[src/rtl/seven_segment_scanner.sv]
// seven_segment_scanner
// Time-multiplexed scanner for a common-anode multi-digit hex display.
// It sits in front of a registered seven-segment decoder. It steps through
// the digits one slot at a time and presents each digit's nibble on
// NUMBER_OUT. The matching active-low enable is delayed by one cycle, so
// the enable and the decoder's registered segments change together.
// New values are staged in a shadow register and only reach the display at
// a frame boundary, so a frame never mixes two values.
//
// Ports:
//   CLK_IN        - single clock, rising edge
//   RST_IN        - synchronous active-high reset
//   VALUE_IN      - 4*DIGITS-bit value; nibble 0 is the rightmost digit
//   LOAD_IN       - one-cycle strobe that captures VALUE_IN
//   BLANK_LZ_IN   - 1 blanks leading zero digits (digit 0 is always shown)
//   NUMBER_OUT    - nibble for the current digit, feeds decoder NUMBER_IN
//   DIGIT_EN_OUT  - active-low one-hot digit enables, all 1s = all off
//   FRAME_OUT     - one-cycle pulse on the cycle the scan wraps to digit 0
module seven_segment_scanner #(
   parameter int DIGITS      = 4,
   parameter int REFRESH_DIV = 50000
) (
   input  logic                  CLK_IN,
   input  logic                  RST_IN,
   input  logic [4*DIGITS-1:0]   VALUE_IN,
   input  logic                  LOAD_IN,
   input  logic                  BLANK_LZ_IN,
   output logic [3:0]            NUMBER_OUT,
   output logic [DIGITS-1:0]     DIGIT_EN_OUT,
   output logic                  FRAME_OUT
);

   localparam int PW = (REFRESH_DIV > 1) ? $clog2(REFRESH_DIV) : 1;
   localparam int IW = (DIGITS > 1) ? $clog2(DIGITS) : 1;
   localparam logic [PW-1:0] PRE_LAST = PW'(REFRESH_DIV - 1);
   localparam logic [IW-1:0] IDX_LAST = IW'(DIGITS - 1);

   logic [4*DIGITS-1:0] shadow;
   logic [4*DIGITS-1:0] active;
   logic                pending;
   logic [PW-1:0]       prescaler;
   logic [IW-1:0]       index;

   logic                slot_end;
   logic                frame_wrap;
   logic [IW-1:0]       index_next;
   logic [4*DIGITS-1:0] active_next;
   logic [DIGITS-1:0]   blank_mask;

   // Slot and frame timing, plus the value the display will hold after this
   // edge. A load that lands exactly on the frame wrap bypasses the shadow
   // so it is shown in the frame that starts at this edge.
   // A digit is blanked when blanking is on and it and every digit to its
   // left are zero; digit 0 is exempt so an all-zero value still shows "0".
   always_comb begin
      slot_end    = (prescaler == PRE_LAST);
      frame_wrap  = slot_end && (index == IDX_LAST);
      index_next  = index;
      active_next = active;
      blank_mask  = '0;
      FRAME_OUT   = frame_wrap && !RST_IN;

      if (slot_end) begin
         index_next = (index == IDX_LAST) ? '0 : index + 1'b1;
      end

      if (frame_wrap) begin
         if (LOAD_IN) begin
            active_next = VALUE_IN;
         end else if (pending) begin
            active_next = shadow;
         end
      end

      for (int i = 1; i < DIGITS; i++) begin
         blank_mask[i] = BLANK_LZ_IN && ((active >> (4 * i)) == '0);
      end
   end

   // All state. NUMBER_OUT moves to the new digit on the slot edge, while
   // the enables go dark on that edge and light one cycle later (on the
   // first cycle of the slot). That one-cycle gap lines up with the
   // decoder's register stage and gives dead time against ghosting.
   // The blank decision is taken at that same point and held for the slot.
   always_ff @(posedge CLK_IN) begin
      if (RST_IN) begin
         shadow       <= '0;
         active       <= '0;
         pending      <= 1'b0;
         prescaler    <= '0;
         index        <= '0;
         NUMBER_OUT   <= 4'h0;
         DIGIT_EN_OUT <= '1;
      end else begin
         prescaler <= slot_end ? '0 : prescaler + 1'b1;
         index     <= index_next;
         active    <= active_next;

         if (LOAD_IN) begin
            shadow <= VALUE_IN;
         end

         if (frame_wrap) begin
            pending <= 1'b0;
         end else if (LOAD_IN) begin
            pending <= 1'b1;
         end

         if (slot_end) begin
            NUMBER_OUT <= active_next[4*index_next +: 4];
         end

         if (slot_end) begin
            DIGIT_EN_OUT <= '1;
         end else if (prescaler == '0) begin
            DIGIT_EN_OUT <= blank_mask[index] ? '1 : ~(DIGITS'(1) << index);
         end
      end
   end

endmodule

[config.mk]
export PLATFORM = sky130hd
export DESIGN_NAME = seven_segment_scanner
export DESIGN_NICKNAME = d
export VERILOG_FILES = /design/src/rtl/seven_segment_scanner.sv
export SDC_FILE = /design/constraint.sdc
export NUM_CORES = 1
export LEC_CHECK = 0
export BUFFER_PORTS_ARGS = -buffer_cell sky130_fd_sc_hd__buf_2
export CORE_MARGIN = 2
export CORE_UTILIZATION = 25
export DETAILED_ROUTE_END_ITERATION = 8
export GPL_ROUTABILITY_DRIVEN = 0
export SLEW_MARGIN = 20
export SYNTH_ARGS = -nofsm -noshare
export SYNTH_HDL_FRONTEND = slang
export SYNTH_SLANG_ARGS = --single-unit
[constraint.sdc]
create_clock -name CLK_IN -period 5.7 [get_ports CLK_IN]
set_input_delay 0.57 -clock CLK_IN [delete_from_list [all_inputs] [get_ports CLK_IN]]
set_output_delay 0.57 -clock CLK_IN [all_outputs]
set_load 0.005 [all_outputs]
======== Yosys cells after proc, flatten, opt, wreduce, memory -nomap -nowiden ========
Cells that the tools add are included.
W data, S select, Z words.
storage, ports and cells
  register bits ........................... 59
  input bits .............................. 20
  logic and storage cells ................. 35
operators by class
  add/sub/neg operators ................... 2
  order comparisons ....................... 1
  equal/unequal tests ..................... 2
  shift operators ......................... 2
  mux-type cells .......................... 8
  bitwise gates (word level) .............. 1
  reduce and logical (&&, ||, !) cells .... 12
operators with widths
  cell                     number
  $logic_not A16 Y1        4
  $mux W16                 3
  $add A16 B1 Y16 const B  1
  $eq A16 B16 Y1 const B   1
  $shiftx A16 B5 Y4        1
  $logic_and A1 B1 Y1      5
  $mux W2                  2
  $mux W4                  1
  $not A4 Y4               1
  $reduce_or A2 Y1         2
  $shl A1 B2 Y4 const A    1
  $lt A2 B3 Y1 const B     1
  $add A2 B1 Y2 const B    1
  $bmux W1 S2              1
  $eq A2 B2 Y1 const B     1
  $logic_not A1 Y1         1
  $mux W1                  1

======== Depth between registers and ports, before layout ========
  depth after elaboration ................. 5
  gate-level depth with buffers ........... 8

======== Worst setup path after synthesis ========
No wires, ideal clock.
  kind .................................... register -> register
  start ................................... reg prescaler[11]
  end ..................................... reg NUMBER_OUT[2]
  arrival time ............................ 2.364 ns
  slack ................................... 3.262 ns
  cell stages (with the launch flop) ...... 7
  buffers on the path ..................... 1
  clock period less this slack ............ 2.438 ns
  cell sequence ........................... dfxtp_1 > or4_4 > buf_6 > nor4_4 > mux2i_1 > mux2_2 > a31oi_1
on the way
  longest elaborated chain between the ends .. 4
RTL lines
  element                 RTL line  text
  from (decl)             41        logic [PW-1:0] prescaler;
  from (signal assigned)  95        prescaler <= slot_end ? '0 : prescaler + 1'b1;
  $eq A16 B16 Y1 (*)      56        slot_end = (prescaler == PRE_LAST);
  $logic_and A1 B1 Y1     57        frame_wrap = slot_end && (index == IDX_LAST);
  $mux W16                67        if (frame_wrap) begin
  $shiftx A16 B5 Y4       110       NUMBER_OUT <= active_next[4*index_next +: 4];
  to (signal assigned)    110
  to (decl)               28        output logic [3:0] NUMBER_OUT,
Mark *: on every way between the ends. The rest lies on a longest branch, timed or not.
A chain may end at the register's enable or synchronous reset.

======== Worst setup path after layout ========
  start ................................... reg index[0]
  end ..................................... out FRAME_OUT
on the way
  longest elaborated chain between the ends .. 3
RTL lines
  element                 RTL line  text
  from (decl)             42        logic [IW-1:0] index;
  from (signal assigned)  96        index <= index_next;
  $eq A2 B2 Y1            57
  $logic_and A1 B1 Y1     57
  $logic_and A1 B1 Y1     61        FRAME_OUT = frame_wrap && !RST_IN;
  to (decl)               30        output logic FRAME_OUT
No other way between the ends.

==> run metrics <==
hpwl dp=5150 um; VDD IR-drop max=159 uV; Worst-Skew Late Latency=0.33 ns; worst r2r dst=NUMBER_OUT[2]$_SDFFE_PP0N_; Die H=112 um; post-CTS sizing=0; # diodes=0; Slew Limit Fails=0; r2r setup slk=2.62 ns; initial drt markers=146; setup bufs post-CTS=0; final wirelength=7240 um; DR pass1 iterations=4; Power Total=1.04 mW; clock skew=0.00758 ns; largest net degree at the start of global routing=45; post-synth cell types=51; CTS tree=done; Root Buffer=clkbuf_16; Top Ports=29; hold_buf cts=0; Ys Warns=0; crit-path max FO=12; Leakage Power=1.27 nW; sequential fraction of the synthesis area=0.404; total CTS buffers=9; hold-critical path depth=2; CTS Sinks=59; FP Rows=39; Flop pwr share=0.413; worst setup margin=2.43 ns; Final Critical Period=3.27 ns; core area=0.0114 mm2; die width=112 um; Net Switching=0.226 mW; initial antenna violation count=0; Layout fillers=1235; HP Start=NUMBER_OUT[3]$_SDFFE_PP0N_; Worst path slowest cell=or4b_1; DRT antenna net count=0; syn_area_per_cell=8.55 um2; DR vias/cell=4.94; DRC=0; power per cell area=301 mW/mm2; setup repair after global routing missed its margin=no; status=finished, final reports clean; WHS Endpoint=NUMBER_OUT[3]$_SDFFE_PP0N_; placed cells=491; Worst-path clk slew=0.05 ns; max cap viols=0; switch share=0.217; Critical Path RT=5.13 ns; Int Power=0.817 mW; CP startpoint kind=register; H-tree depth=3; worst slew pin tran=0.865 ns; Gate power share=0.053; Max Buffers Root-to-Sink=2; critical path class=register to primary output; Post-Synthesis Cells=342; total negative slack=0 ns; worst path arrival time=2.70 ns; Initial Utilization=0.256; Synthesized Nets=368; Fin. Hold Viols=0; Most used DFF post-synth=dfxtp_1; Overall Global Routing Usage=0.120; I/O Buffers=28; layout cell share with drive strength beyond 1=0.151; synthesized flop and latch total=59; Worst setup EP type=primary output; WL per Instance=14.3 um; Crit Reg-Reg Startpoint=prescaler[11]$_SDFF_PP0_; first-pass GRT wire length=12100 um; die area=0.0126 mm2; GRT overflow=0; Place WS=2.42 ns; worst min-delay path class=register to register; reg2reg path depth=5; Layout Nets=385; CP cell instances=ha_1 > or4b_1 > or4_4 > nor2_1 > buf_2; Clk pwr share=0.533; max incr delay on CP=0.61 ns; Syn Std Cell Area=0.00293 mm2; asr flop ratio synth=0; via count=2503; Post-Layout Cell Count=507; final setup fails=0; Max Freq=306 MHz; EDFF count, synth=0; vias in the first global route=2432; period utilization=0.573; Relative slew margins=0.423; Layout area overhead=18.4%
-- how the worst max path moves through the flow --
stage          slack (ns)                         end                startpoint
6_report             2.43                   FRAME_OUT       index[0]$_SDFF_PP0_
5_1_grt              2.28                   FRAME_OUT       index[0]$_SDFF_PP0_
2_1_floorplan        3.26  NUMBER_OUT[2]$_SDFFE_PP0N_  prescaler[11]$_SDFF_PP0_
3_3_place_gp         2.55  NUMBER_OUT[3]$_SDFFE_PP0N_       index[0]$_SDFF_PP0_
4_1_cts              2.40  NUMBER_OUT[3]$_SDFFE_PP0N_       index[0]$_SDFF_PP0_
3_5_place_dp         2.42  NUMBER_OUT[1]$_SDFFE_PP0N_       index[0]$_SDFF_PP0_
-- synth_stat cells, types with 2 or more instances --
master	instances	area, um2
o221ai_1	2	17.5
o21ai_0	8	40.0
nor3_1	5	25.0
dfxtp_1	59	1180
nand4_1	9	56.3
nor4_1	5	31.3
buf_6	3	33.8
a21oi_1	19	95.1
nand3_1	8	40.0
ha_1	6	75.1
nor2b_1	4	25.0
buf_2	3	15.0
a211oi_1	8	60.1
o22a_1	2	17.5
nor2_1	59	221
a32oi_1	3	26.3
buf_1	3	11.3
xor2_1	3	26.3
and2_1	6	37.5
and3_1	5	31.3
inv_1	9	33.8
o21ai_1	2	10.0
nor3b_1	2	15.0
a221o_1	3	30.0
a31oi_1	4	25.0
o22ai_1	9	56.3
a32o_1	3	30.0
nand2b_1	7	43.8
a21o_1	3	22.5
or3_1	4	25.0
xnor2_1	8	70.1
o41ai_1	3	26.3
o31ai_1	2	15.0
clkbuf_1	13	48.8
mux2i_1	17	170
nand2_1	15	56.3
or4_4	2	22.5
o2bb2ai_1	3	26.3
-- logic make-up (layout without fill, tap and decap cells) --
| kind of cell | after synthesis | count (layout) | share of synthesized area |
|---|---|---|---|
| multiplexers | 18 | 18 | 0.0620 |
| buffers and inverters | 32 | 54 | 0.0500 |
| AO/OA/AOI/OAI | 78 | 78 | 0.184 |
| XOR/XNOR | 11 | 11 | 0.0329 |
| adder cells (fa/ha/maj) | 6 | 6 | 0.0257 |
| flip-flops | 59 | 59 | 0.404 |
| AND/OR/NAND/NOR | 138 | 138 | 0.241 |
-- layer usage --
layer	track usage	routed length, um	vias to the layer above	share of wire
met5	0	0	-	0
met4	0.0244	42	0	0.0058
met3	0.0437	345	6	0.048
met2	0.181	3200	41	0.44
met1	0.166	3650	1186	0.50
li1	-	-	1270	-
-- cells in the final DEF, fill, tap and decap left out, types with 3 or more instances in the layout --
master	netlist	routed
a21o_1	3	3
nand2_1	15	15
o41ai_1	3	3
mux2i_1	17	17
o2bb2ai_1	3	3
inv_1	9	9
a221o_1	3	3
clkbuf_16	0	9
nor2b_1	4	4
and3_1	5	5
a211oi_1	8	8
nor2_1	59	59
nand2b_1	7	7
o22ai_1	9	9
a31oi_1	4	4
dfxtp_1	59	59
and2_1	6	6
o21ai_0	8	8
nor4_1	5	4
nand3_1	8	8
xor2_1	3	3
clkbuf_8	0	3
or3_1	4	4
buf_2	3	28
nor3_1	5	5
xnor2_1	8	8
a32o_1	3	3
ha_1	6	6
nand4_1	9	9
a32oi_1	3	3
a21oi_1	19	19
-- power by group through the flow --
stage	Clock (mW)	Combinational, mW	Sequential [mW]
after global placement	0	0.0552	0.439
after floorplan	0	0.0404	0.436
after global routing	0.584	0.0633	0.432
after CTS	0.568	0.0563	0.431
after detailed placement	0	0.0560	0.440
final	0.557	0.0556	0.431
-- critical path: cells and delay by family (launching register included) --
family	cells	cell delay [ns]
fa+ha+maj	1	0.47
buf+inv	1	0.13
flops	1	0.48
simple gates	3	1.29
-- sequential cells by signal, indices dropped and copies added (netlist names) --
register,cells
active,16
prescaler,16
shadow,16
DIGIT_EN_OUT,4
NUMBER_OUT,4
index,2
pending,1
-- cell type report --
cell class	count	area (um2)	area share
repair buffers	28	140	0.0404
inverters	10	37.5	0.0108
clock inverters	4	47.5	0.0137
well taps	143	179	0.0516
multi-input cells	251	1610	0.466
clock buffers	12	267	0.0769
flip-flops and latches	59	1180	0.341
-- per-stage QoR --
stage	area [um2]	utilization	hold WS, ns
global placement	3140	0.275	0.442
detailed placement	3140	0.275	0.445
floorplan	2930	-	0.426
finish	3460	0.303	0.443
CTS	3460	0.303	0.452
global route	3460	0.303	0.484
(Power assumes the default switching activity.)
